--- config.mk ---
export PLATFORM = sky130hd
export DESIGN_NAME = prelude_program_loader
export DESIGN_NICKNAME = d
export VERILOG_FILES = /design/src/rtl/prelude_program_loader.sv
export SDC_FILE = /design/constraint.sdc
export NUM_CORES = 1
export LEC_CHECK = 0
export CAP_MARGIN = 20
export CELL_PAD_IN_SITES_DETAIL_PLACEMENT = 1
export CELL_PAD_IN_SITES_GLOBAL_PLACEMENT = 1
export CORE_UTILIZATION = 53
export DETAILED_ROUTE_END_ITERATION = 6
export DONT_BUFFER_PORTS = 1
export GPL_TIMING_DRIVEN = 0
export HOLD_SLACK_MARGIN = 0.1
export PLACE_DENSITY = 0.94
export SKIP_CTS_REPAIR_TIMING = 1
export SLEW_MARGIN = 20
export SYNTH_ARGS = -nofsm -noshare
export SYNTH_HDL_FRONTEND = slang
export SYNTH_SLANG_ARGS = --single-unit
--- constraint.sdc ---
create_clock -name clk -period 3.5 [get_ports clk]
set_clock_uncertainty 0.05 [all_clocks]
set_input_delay 0.7 -clock clk [delete_from_list [all_inputs] [get_ports clk]]
set_output_delay 0.7 -clock clk [all_outputs]
set_load 0.01 [all_outputs]
--- src/rtl/prelude_program_loader.sv ---
// Serial program loader for the Prelude CPU.
// Receives an 8N1 UART frame (sync, length, payload, checksum) and writes the
// payload into program memory at sequential addresses. The CPU is held in
// reset from sync acceptance until the checksum verifies; a failed load keeps
// it in reset until a later good load or a global reset.
module prelude_program_loader #(
    parameter int         CLKS_PER_BIT = 234,
    parameter logic [7:0] SYNC_BYTE    = 8'hA5
) (
    input  logic       clk,
    input  logic       reset,
    input  logic       rx,
    output logic       mem_we,
    output logic [7:0] mem_addr,
    output logic [7:0] mem_wdata,
    output logic       cpu_reset,
    output logic       busy,
    output logic       done,
    output logic       error
);

    localparam int CNT_W = $clog2(CLKS_PER_BIT);
    localparam logic [CNT_W-1:0] BIT_LAST  = CNT_W'(CLKS_PER_BIT - 1);
    localparam logic [CNT_W-1:0] HALF_LAST = CNT_W'(CLKS_PER_BIT / 2 - 1);
    localparam logic [CNT_W-1:0] CNT_ONE   = CNT_W'(1);

    typedef enum logic [1:0] {
        RX_IDLE,
        RX_START,
        RX_DATA,
        RX_STOP
    } rx_state_t;

    typedef enum logic [1:0] {
        WAIT_SYNC,
        GET_LEN,
        GET_DATA,
        GET_SUM
    } ld_state_t;

    // ------------------------------------------------------------------
    // Input synchronizer
    // ------------------------------------------------------------------
    logic rx_meta_d, rx_meta_q;
    logic rx_sync_d, rx_sync_q;

    // Next values for the two synchronizer stages.
    always_comb begin
        rx_meta_d = rx;
        rx_sync_d = rx_meta_q;
    end

    // Synchronizer flops reset to the idle-high line level so no false start
    // is seen when reset drops.
    always_ff @(posedge clk) begin
        if (reset) begin
            rx_meta_q <= 1'b1;
            rx_sync_q <= 1'b1;
        end else begin
            rx_meta_q <= rx_meta_d;
            rx_sync_q <= rx_sync_d;
        end
    end

    // ------------------------------------------------------------------
    // Byte receiver
    // ------------------------------------------------------------------
    rx_state_t        rx_state_d, rx_state_q;
    logic [CNT_W-1:0] rx_cnt_d, rx_cnt_q;
    logic [2:0]       rx_bit_d, rx_bit_q;
    logic [7:0]       rx_shift_d, rx_shift_q;
    logic             byte_valid_d, byte_valid_q;
    logic             frame_err_d, frame_err_q;

    // Receiver next-state: mid-bit sampling driven by a down-counter that is
    // reloaded with a half bit after the start edge and a full bit thereafter.
    always_comb begin
        rx_state_d   = rx_state_q;
        rx_cnt_d     = rx_cnt_q;
        rx_bit_d     = rx_bit_q;
        rx_shift_d   = rx_shift_q;
        byte_valid_d = 1'b0;
        frame_err_d  = 1'b0;
        case (rx_state_q)
            RX_IDLE: begin
                if (!rx_sync_q) begin
                    rx_state_d = RX_START;
                    rx_cnt_d   = HALF_LAST;
                end
            end
            RX_START: begin
                if (rx_cnt_q == '0) begin
                    if (rx_sync_q) begin
                        // Line went back high before mid-start: a glitch.
                        rx_state_d = RX_IDLE;
                    end else begin
                        rx_state_d = RX_DATA;
                        rx_cnt_d   = BIT_LAST;
                        rx_bit_d   = 3'd0;
                    end
                end else begin
                    rx_cnt_d = rx_cnt_q - CNT_ONE;
                end
            end
            RX_DATA: begin
                if (rx_cnt_q == '0) begin
                    rx_shift_d = {rx_sync_q, rx_shift_q[7:1]};
                    rx_cnt_d   = BIT_LAST;
                    if (rx_bit_q == 3'd7) begin
                        rx_state_d = RX_STOP;
                    end else begin
                        rx_bit_d = rx_bit_q + 3'd1;
                    end
                end else begin
                    rx_cnt_d = rx_cnt_q - CNT_ONE;
                end
            end
            RX_STOP: begin
                if (rx_cnt_q == '0) begin
                    rx_state_d = RX_IDLE;
                    if (rx_sync_q) begin
                        byte_valid_d = 1'b1;
                    end else begin
                        frame_err_d = 1'b1;
                    end
                end else begin
                    rx_cnt_d = rx_cnt_q - CNT_ONE;
                end
            end
            default: begin
                rx_state_d = RX_IDLE;
            end
        endcase
    end

    // Receiver control registers.
    always_ff @(posedge clk) begin
        if (reset) begin
            rx_state_q   <= RX_IDLE;
            rx_cnt_q     <= '0;
            rx_bit_q     <= 3'd0;
            byte_valid_q <= 1'b0;
            frame_err_q  <= 1'b0;
        end else begin
            rx_state_q   <= rx_state_d;
            rx_cnt_q     <= rx_cnt_d;
            rx_bit_q     <= rx_bit_d;
            byte_valid_q <= byte_valid_d;
            frame_err_q  <= frame_err_d;
        end
    end

    // Received-byte shift register; only read when byte_valid_q is high.
    always_ff @(posedge clk) begin
        rx_shift_q <= rx_shift_d;
    end

    // ------------------------------------------------------------------
    // Loader
    // ------------------------------------------------------------------
    ld_state_t  ld_state_d, ld_state_q;
    logic [8:0] remaining_d, remaining_q;
    logic [7:0] sum_d, sum_q;
    logic       mem_we_d, mem_we_q;
    logic [7:0] mem_addr_d, mem_addr_q;
    logic [7:0] mem_wdata_d, mem_wdata_q;
    logic       cpu_reset_d, cpu_reset_q;
    logic       busy_d, busy_q;
    logic       done_d, done_q;
    logic       error_d, error_q;

    // Loader next-state: frame parsing, memory strobe, checksum and status.
    always_comb begin
        ld_state_d  = ld_state_q;
        remaining_d = remaining_q;
        sum_d       = sum_q;
        mem_we_d    = 1'b0;
        mem_addr_d  = mem_addr_q;
        mem_wdata_d = mem_wdata_q;
        cpu_reset_d = cpu_reset_q;
        busy_d      = busy_q;
        done_d      = 1'b0;
        error_d     = error_q;

        // The address advances in the cycle after each write strobe, so the
        // strobe itself always presents the address being written.
        if (mem_we_q) begin
            mem_addr_d = mem_addr_q + 8'd1;
        end

        case (ld_state_q)
            WAIT_SYNC: begin
                if (byte_valid_q && (rx_shift_q == SYNC_BYTE)) begin
                    error_d     = 1'b0;
                    busy_d      = 1'b1;
                    cpu_reset_d = 1'b1;
                    sum_d       = 8'd0;
                    mem_addr_d  = 8'd0;
                    ld_state_d  = GET_LEN;
                end
            end
            GET_LEN: begin
                if (byte_valid_q) begin
                    // A length byte of zero encodes a full 256-byte image.
                    remaining_d = (rx_shift_q == 8'd0) ? 9'd256 : {1'b0, rx_shift_q};
                    ld_state_d  = GET_DATA;
                end
            end
            GET_DATA: begin
                if (byte_valid_q) begin
                    mem_wdata_d = rx_shift_q;
                    mem_we_d    = 1'b1;
                    sum_d       = sum_q + rx_shift_q;
                    remaining_d = remaining_q - 9'd1;
                    if (remaining_q == 9'd1) begin
                        ld_state_d = GET_SUM;
                    end
                end
            end
            GET_SUM: begin
                if (byte_valid_q) begin
                    if (rx_shift_q == sum_q) begin
                        done_d      = 1'b1;
                        cpu_reset_d = 1'b0;
                    end else begin
                        error_d = 1'b1;
                    end
                    busy_d     = 1'b0;
                    ld_state_d = WAIT_SYNC;
                end
            end
            default: begin
                ld_state_d = WAIT_SYNC;
            end
        endcase

        // A broken byte inside a frame aborts the load; the CPU stays held.
        // Outside a frame it is just line noise.
        if (frame_err_q && (ld_state_q != WAIT_SYNC)) begin
            error_d    = 1'b1;
            busy_d     = 1'b0;
            ld_state_d = WAIT_SYNC;
        end
    end

    // Loader control and output registers.
    always_ff @(posedge clk) begin
        if (reset) begin
            ld_state_q  <= WAIT_SYNC;
            remaining_q <= 9'd0;
            mem_we_q    <= 1'b0;
            mem_addr_q  <= 8'd0;
            mem_wdata_q <= 8'd0;
            cpu_reset_q <= 1'b0;
            busy_q      <= 1'b0;
            done_q      <= 1'b0;
            error_q     <= 1'b0;
        end else begin
            ld_state_q  <= ld_state_d;
            remaining_q <= remaining_d;
            mem_we_q    <= mem_we_d;
            mem_addr_q  <= mem_addr_d;
            mem_wdata_q <= mem_wdata_d;
            cpu_reset_q <= cpu_reset_d;
            busy_q      <= busy_d;
            done_q      <= done_d;
            error_q     <= error_d;
        end
    end

    // Running checksum; cleared on every accepted sync byte.
    always_ff @(posedge clk) begin
        sum_q <= sum_d;
    end

    assign mem_we    = mem_we_q;
    assign mem_addr  = mem_addr_q;
    assign mem_wdata = mem_wdata_q;
    assign cpu_reset = cpu_reset_q;
    assign busy      = busy_q;
    assign done      = done_q;
    assign error     = error_q;

endmodule

### Word-level counts from Yosys, hierarchy flattened

Cells that the tools add are included.

* memory bits (writable): 0
* ROM bits: 0
* logic and storage cells: 132
* bits of input ports: 3
* memories: 0
* bits in latches: 0
* register bits: 65
* output and inout port bits: 21

* bitwise gates (word level): 5
* eq/ne operators: 28
* magnitude comparators: 0
* divide/modulo/power cells: 0
* $add $sub $neg: 5
* muxes and demuxes: 49
* shift operators: 0
* reduce and logical (&&, ||, !) cells: 27
* $mul: 0

Operators with widths (number)
* $mux 8: 10
* $pmux 8 s4: 1
* $ne 2x2->1 const B: 14
* $mux 9: 3
* $mux 2: 11
* $pmux 9 s2: 1
* $logic_not 8->1: 2
* $pmux 2 s4: 2
* $pmux 8 s2: 1
* $reduce_and 5->1: 3
* $mux 1: 12
* $mux 3: 4
* $ne 3x3->1 const B: 4
* $reduce_and 3->1: 4
* $reduce_bool 2->1: 5
* $eq 9x1->1 const B: 1
* $sub 9x1->9 const B: 1
* $add 8x1->8 const B: 1
* $add 8x8->8: 1
* $eq 2x2->1 const B: 4
* $eq 8x8->1: 1
* $eq 8x8->1 const B: 1
* $reduce_and 4->1: 2
* $sub 8x1->8 const B: 1
* 12 further kinds: 24

### Depth between registers and ports, before layout

* word-level depth: 5
* gate-level depth with buffers: 8
* gate-level depth less buffers: 6

### Worst setup path after synthesis

No wires, ideal clock.

* kind: reg-to-reg
* from: reg ld_state_q[0]
* to: reg sum_q[0], enable pin
* data required time: 3075 ps
* setup time: 375 ps
* path slack: 1248 ps
* period minus slack after synthesis: 2252 ps
* path buffers: 3
* cell stages (with the launch flop): 8
* data arrival time: 1827 ps
* path through: dfxtp_1 -> inv_1 -> ha_1 -> clkbuf_1 -> buf_1 -> nand2_1 -> clkbuf_1 -> a21oi_1

* longest elaborated chain between the ends: 3
* elaborated cells on any way between the ends: 6
* classes of those cells: eq/ne (3); reduce/logical (3)

Ends and longest elaborated chain
* from (decl): RTL line 161 `ld_state_t ld_state_d, ld_state_q;`
* from (signal assigned): RTL line 259 `ld_state_q <= ld_state_d;`
* $eq 2x2->1 / $logic_not 2->1 (equally long branches): RTL line 191 `case (ld_state_q)`
* $ne 2x2->1 (no source line) / $reduce_bool 2->1 (equally long branches)
* $reduce_and 3->1 (no source line) (*)
* to (signal assigned): RTL line 273 `sum_q <= sum_d;`
* to (decl): RTL line 163 `logic [7:0] sum_d, sum_q;`

Every way passes the cells marked *; elsewhere a longest branch is shown, timed or not.
A chain may end at the register's enable or synchronous reset.

### Worst setup path after layout

* from: reg ld_state_q[0]
* to: reg sum_q[3], enable pin

The elaborated chain is that of the path after synthesis.

==> flow_summary.json <==
{
  "min_path_cells": 1,
  "crit_top_cell": "clkbuf_1",
  "power_density_nw_per_um2": 467.1,
  "ys_async_sr_fraction_pct": 0,
  "clock-sinks": 65,
  "hp-class": "in -> reg",
  "hpwl_um": 6927,
  "drt_iter0_markers": 242,
  "fin_crit_ps": 3179,
  "crit_arrival_ps": 3110,
  "grt_pass1_wl_um": 16960,
  "clock_latency_ps": 370,
  "ant_nets": 0,
  "route.vias.total": 3210,
  "n_antenna_cell": 0,
  "fmax_mhz": 314.6,
  "die_w_um": 84.06,
  "dr.pass1.iters": 7,
  "max_stage_delay_ps": 830,
  "cts.clk_slew.worst_paths_ps": 90,
  "synth.cell_area_um2": 3568,
  "avgRoutedWirePerCell_um": 20.98,
  "r2r.worst_path.cells": 7,
  "htree_levels": 3,
  "die_h_um": 84.06,
  "drt_wl_total_um": 10300,
  "cp_max_fo": 10,
  "gp_congestion": 0.8723,
  "worst_slack_ps": 321.3,
  "setup-tns-final_ps": 0,
  "grt-ovfl-total": 0,
  "drt-vias-per-instance": 6.538,
  "die_area_um2": 7065,
  "outcome": "finished, violations left",
  "ys_ff_latch": 65,
  "drive_gt1_share_pct": 7.729,
  "cp_slowest_cell": "a21oi_1",
  "muxShareOfSynthArea_pct": 1.403,
  "cts_made_buffers": 9,
  "design_area_um2": 3866,
  "nNetsFinal": 436,
  "netlist_instances": 398,
  "cp.required_ps": 3430,
  "ys.flop_type": "dfxtp_1",
  "grt_start_max_net_pins": 14,
  "rsz0062_at_grt": "no",
  "max_slew.worst_pin.slew_ps": 1089,
  "timing.slew.headroom_pct": 26.71,
  "slew_viol_final": 0,
  "hold_viol_final": 0,
  "violations": "design-rule violations",
  "grt_pass1_vias": 3306,
  "postSynthNetCount": 425,
  "cts_tree": "yes",
  "yosys.area_share.adder_pct": 8.626,
  "whs_ps": 387.4,
  "pre_cts_ws_ps": 526.2,
  "synthSimpleGateAreaFrac_pct": 21.21,
  "synth_cell_types": 64,
  "ctsRootBufferMaster": "clkbuf_8",
  "worst-path-stages": 7,
  "core_area_um2": 6422,
  "synth_top_family_by_area": "simple AND/OR/NAND/NOR gates",
  "seq_area_frac_synth_pct": 40.95,
  "postPlaceCellArea_um2": 3665,
  "yosysWarnings": 0,
  "initial_core_util_pct": 55.56,
  "synth_edf_count": 16,
  "end_kind": "register",
  "cellLeakagePower_uw": 0.001428,
  "path_cells": "inv_1, ha_1, clkbuf_1, buf_1, nand2_1, clkbuf_1, a21oi_1",
  "start_kind": "register",
  "antenna_found_initial": 0,
  "ios": 24,
  "clockBufferDepth": 2,
  "grtUsageTotal_pct": 30.86,
  "drv_cap": 0,
  "crit_type": "reg -> reg",
  "peakVddDrop_mv": 0.2754,
  "setup_viol": 0,
  "worst-path-buf-inv": 4,
  "period_share_pct": 90.82,
  "syn_area_per_cell_um2": 8.966,
  "drc": 6,
  "synthToLayoutAreaGrowth_pct": 8.345,
  "synth-xor-area-share_pct": 2.454,
  "cp_top_family": "buffers and inverters",
  "synth-compound-area-share_pct": 20.48,
  "num_rows": 29,
  "port_buffers": 0
}
stage by stage:
stage | total power, µW | util (%) | instances
2_1_floorplan | 1049 | - | 398
3_3_place_gp | 1110 | 57.06 | 475
3_5_place_dp | 1127 | 57.06 | 475
4_1_cts | 1799 | 60.20 | 491
5_1_grt | 1862 | 60.20 | 491
6_report | 1806 | 60.20 | 491
state kept, by name (all words and copies together) (netlist names), 2 cells and up, named ones only:
name         count
ld_state_q       2
mem_addr         8
mem_wdata        8
remaining_q      9
rx_bit_q         3
rx_cnt_q         8
rx_shift_q       8
sum_q            8
final timing paths:
check / startpoint / to / slack, ps
worst max-delay path: ld_state_q[0]$_SDFFE_PP0P_ / sum_q[3]$_SDFFCE_PN0P_ / 320
worst min-delay path: rx / rx_meta_q$_SDFF_PP1_ / 390
worst max register to register: ld_state_q[0]$_SDFFE_PP0P_ / sum_q[3]$_SDFFCE_PN0P_ / 320
worst min register to register: rx_meta_q$_SDFF_PP1_ / rx_sync_q$_SDFF_PP1_ / 400
synthesized netlist by cell type (5+ instances only):
cell,count,area share (%)
nand2_1,41,4.3
mux2i_1,5,1.4
nand4_1,6,1.1
nor4_1,5,0.88
nand3_1,8,1.1
nor3_1,12,1.7
clkbuf_1,10,1.1
edfxtp_1,16,13
a21oi_1,38,5.3
o21ai_0,15,2.1
inv_1,21,2.2
a31oi_1,5,0.88
xor2_1,6,1.5
a211oi_1,6,1.3
dfxtp_1,49,27
ha_1,23,8.1
o211ai_1,5,1.1
and2_1,5,0.88
nor2_1,32,3.4
or2_2,5,0.88
logic make-up (layout without fill, tap and decap cells):
group	count (synthesis)	count (layout)
compound gates	109	109
xor+xnor	10	10
fa+ha+maj	24	24
buf+inv	40	56
flops	65	65
mux	5	5
simple gates	145	145
final cells by class:
cell class	instances	area, µm²
multi-input combinational	293	1933
buffer	19	95.09
sequential	65	1461
clock inverter	7	77.57
tap	77	96.34
clock buffer	9	123.9
inverter	21	78.83
fill	773	2556
where the power goes:
part | switching [µW] | internal [µW]
combinational | 206 | 108
clock | 347 | 335
sequential | 27.7 | 782
cells in the final DEF (no fill, tap or decap), drive strengths merged, types with 6 or more instances in the layout:
master and instances:
a21oi 38, o21ai 18, nand2 41, nand3 8, ha 23, inv 23, buf 9, nand4 6
nor2 32, edfxtp 16, dfxtp 49, nor3 12, xor2 6, a211oi 6, clkbuf 19
per-layer routing:
metal	up-vias	wire [µm]	track usage [%]
met3	26	662	7.418
met4	0	259	12.38
met2	113	4994	50.89
met1	1587	4383	38.77
li1	1484	-	-
met5	-	0	0
worst register-to-register path, delay by kind of cell, from the launching register on:
kind                       cells  cell delay [ps]
buffers and inverters          4             1270
AOI/OAI and AO/OA              1              830
DFF                            1              330
adders and majority gates      1              150
and+or+nand+nor                1              170
(Power assumes the default switching activity.)
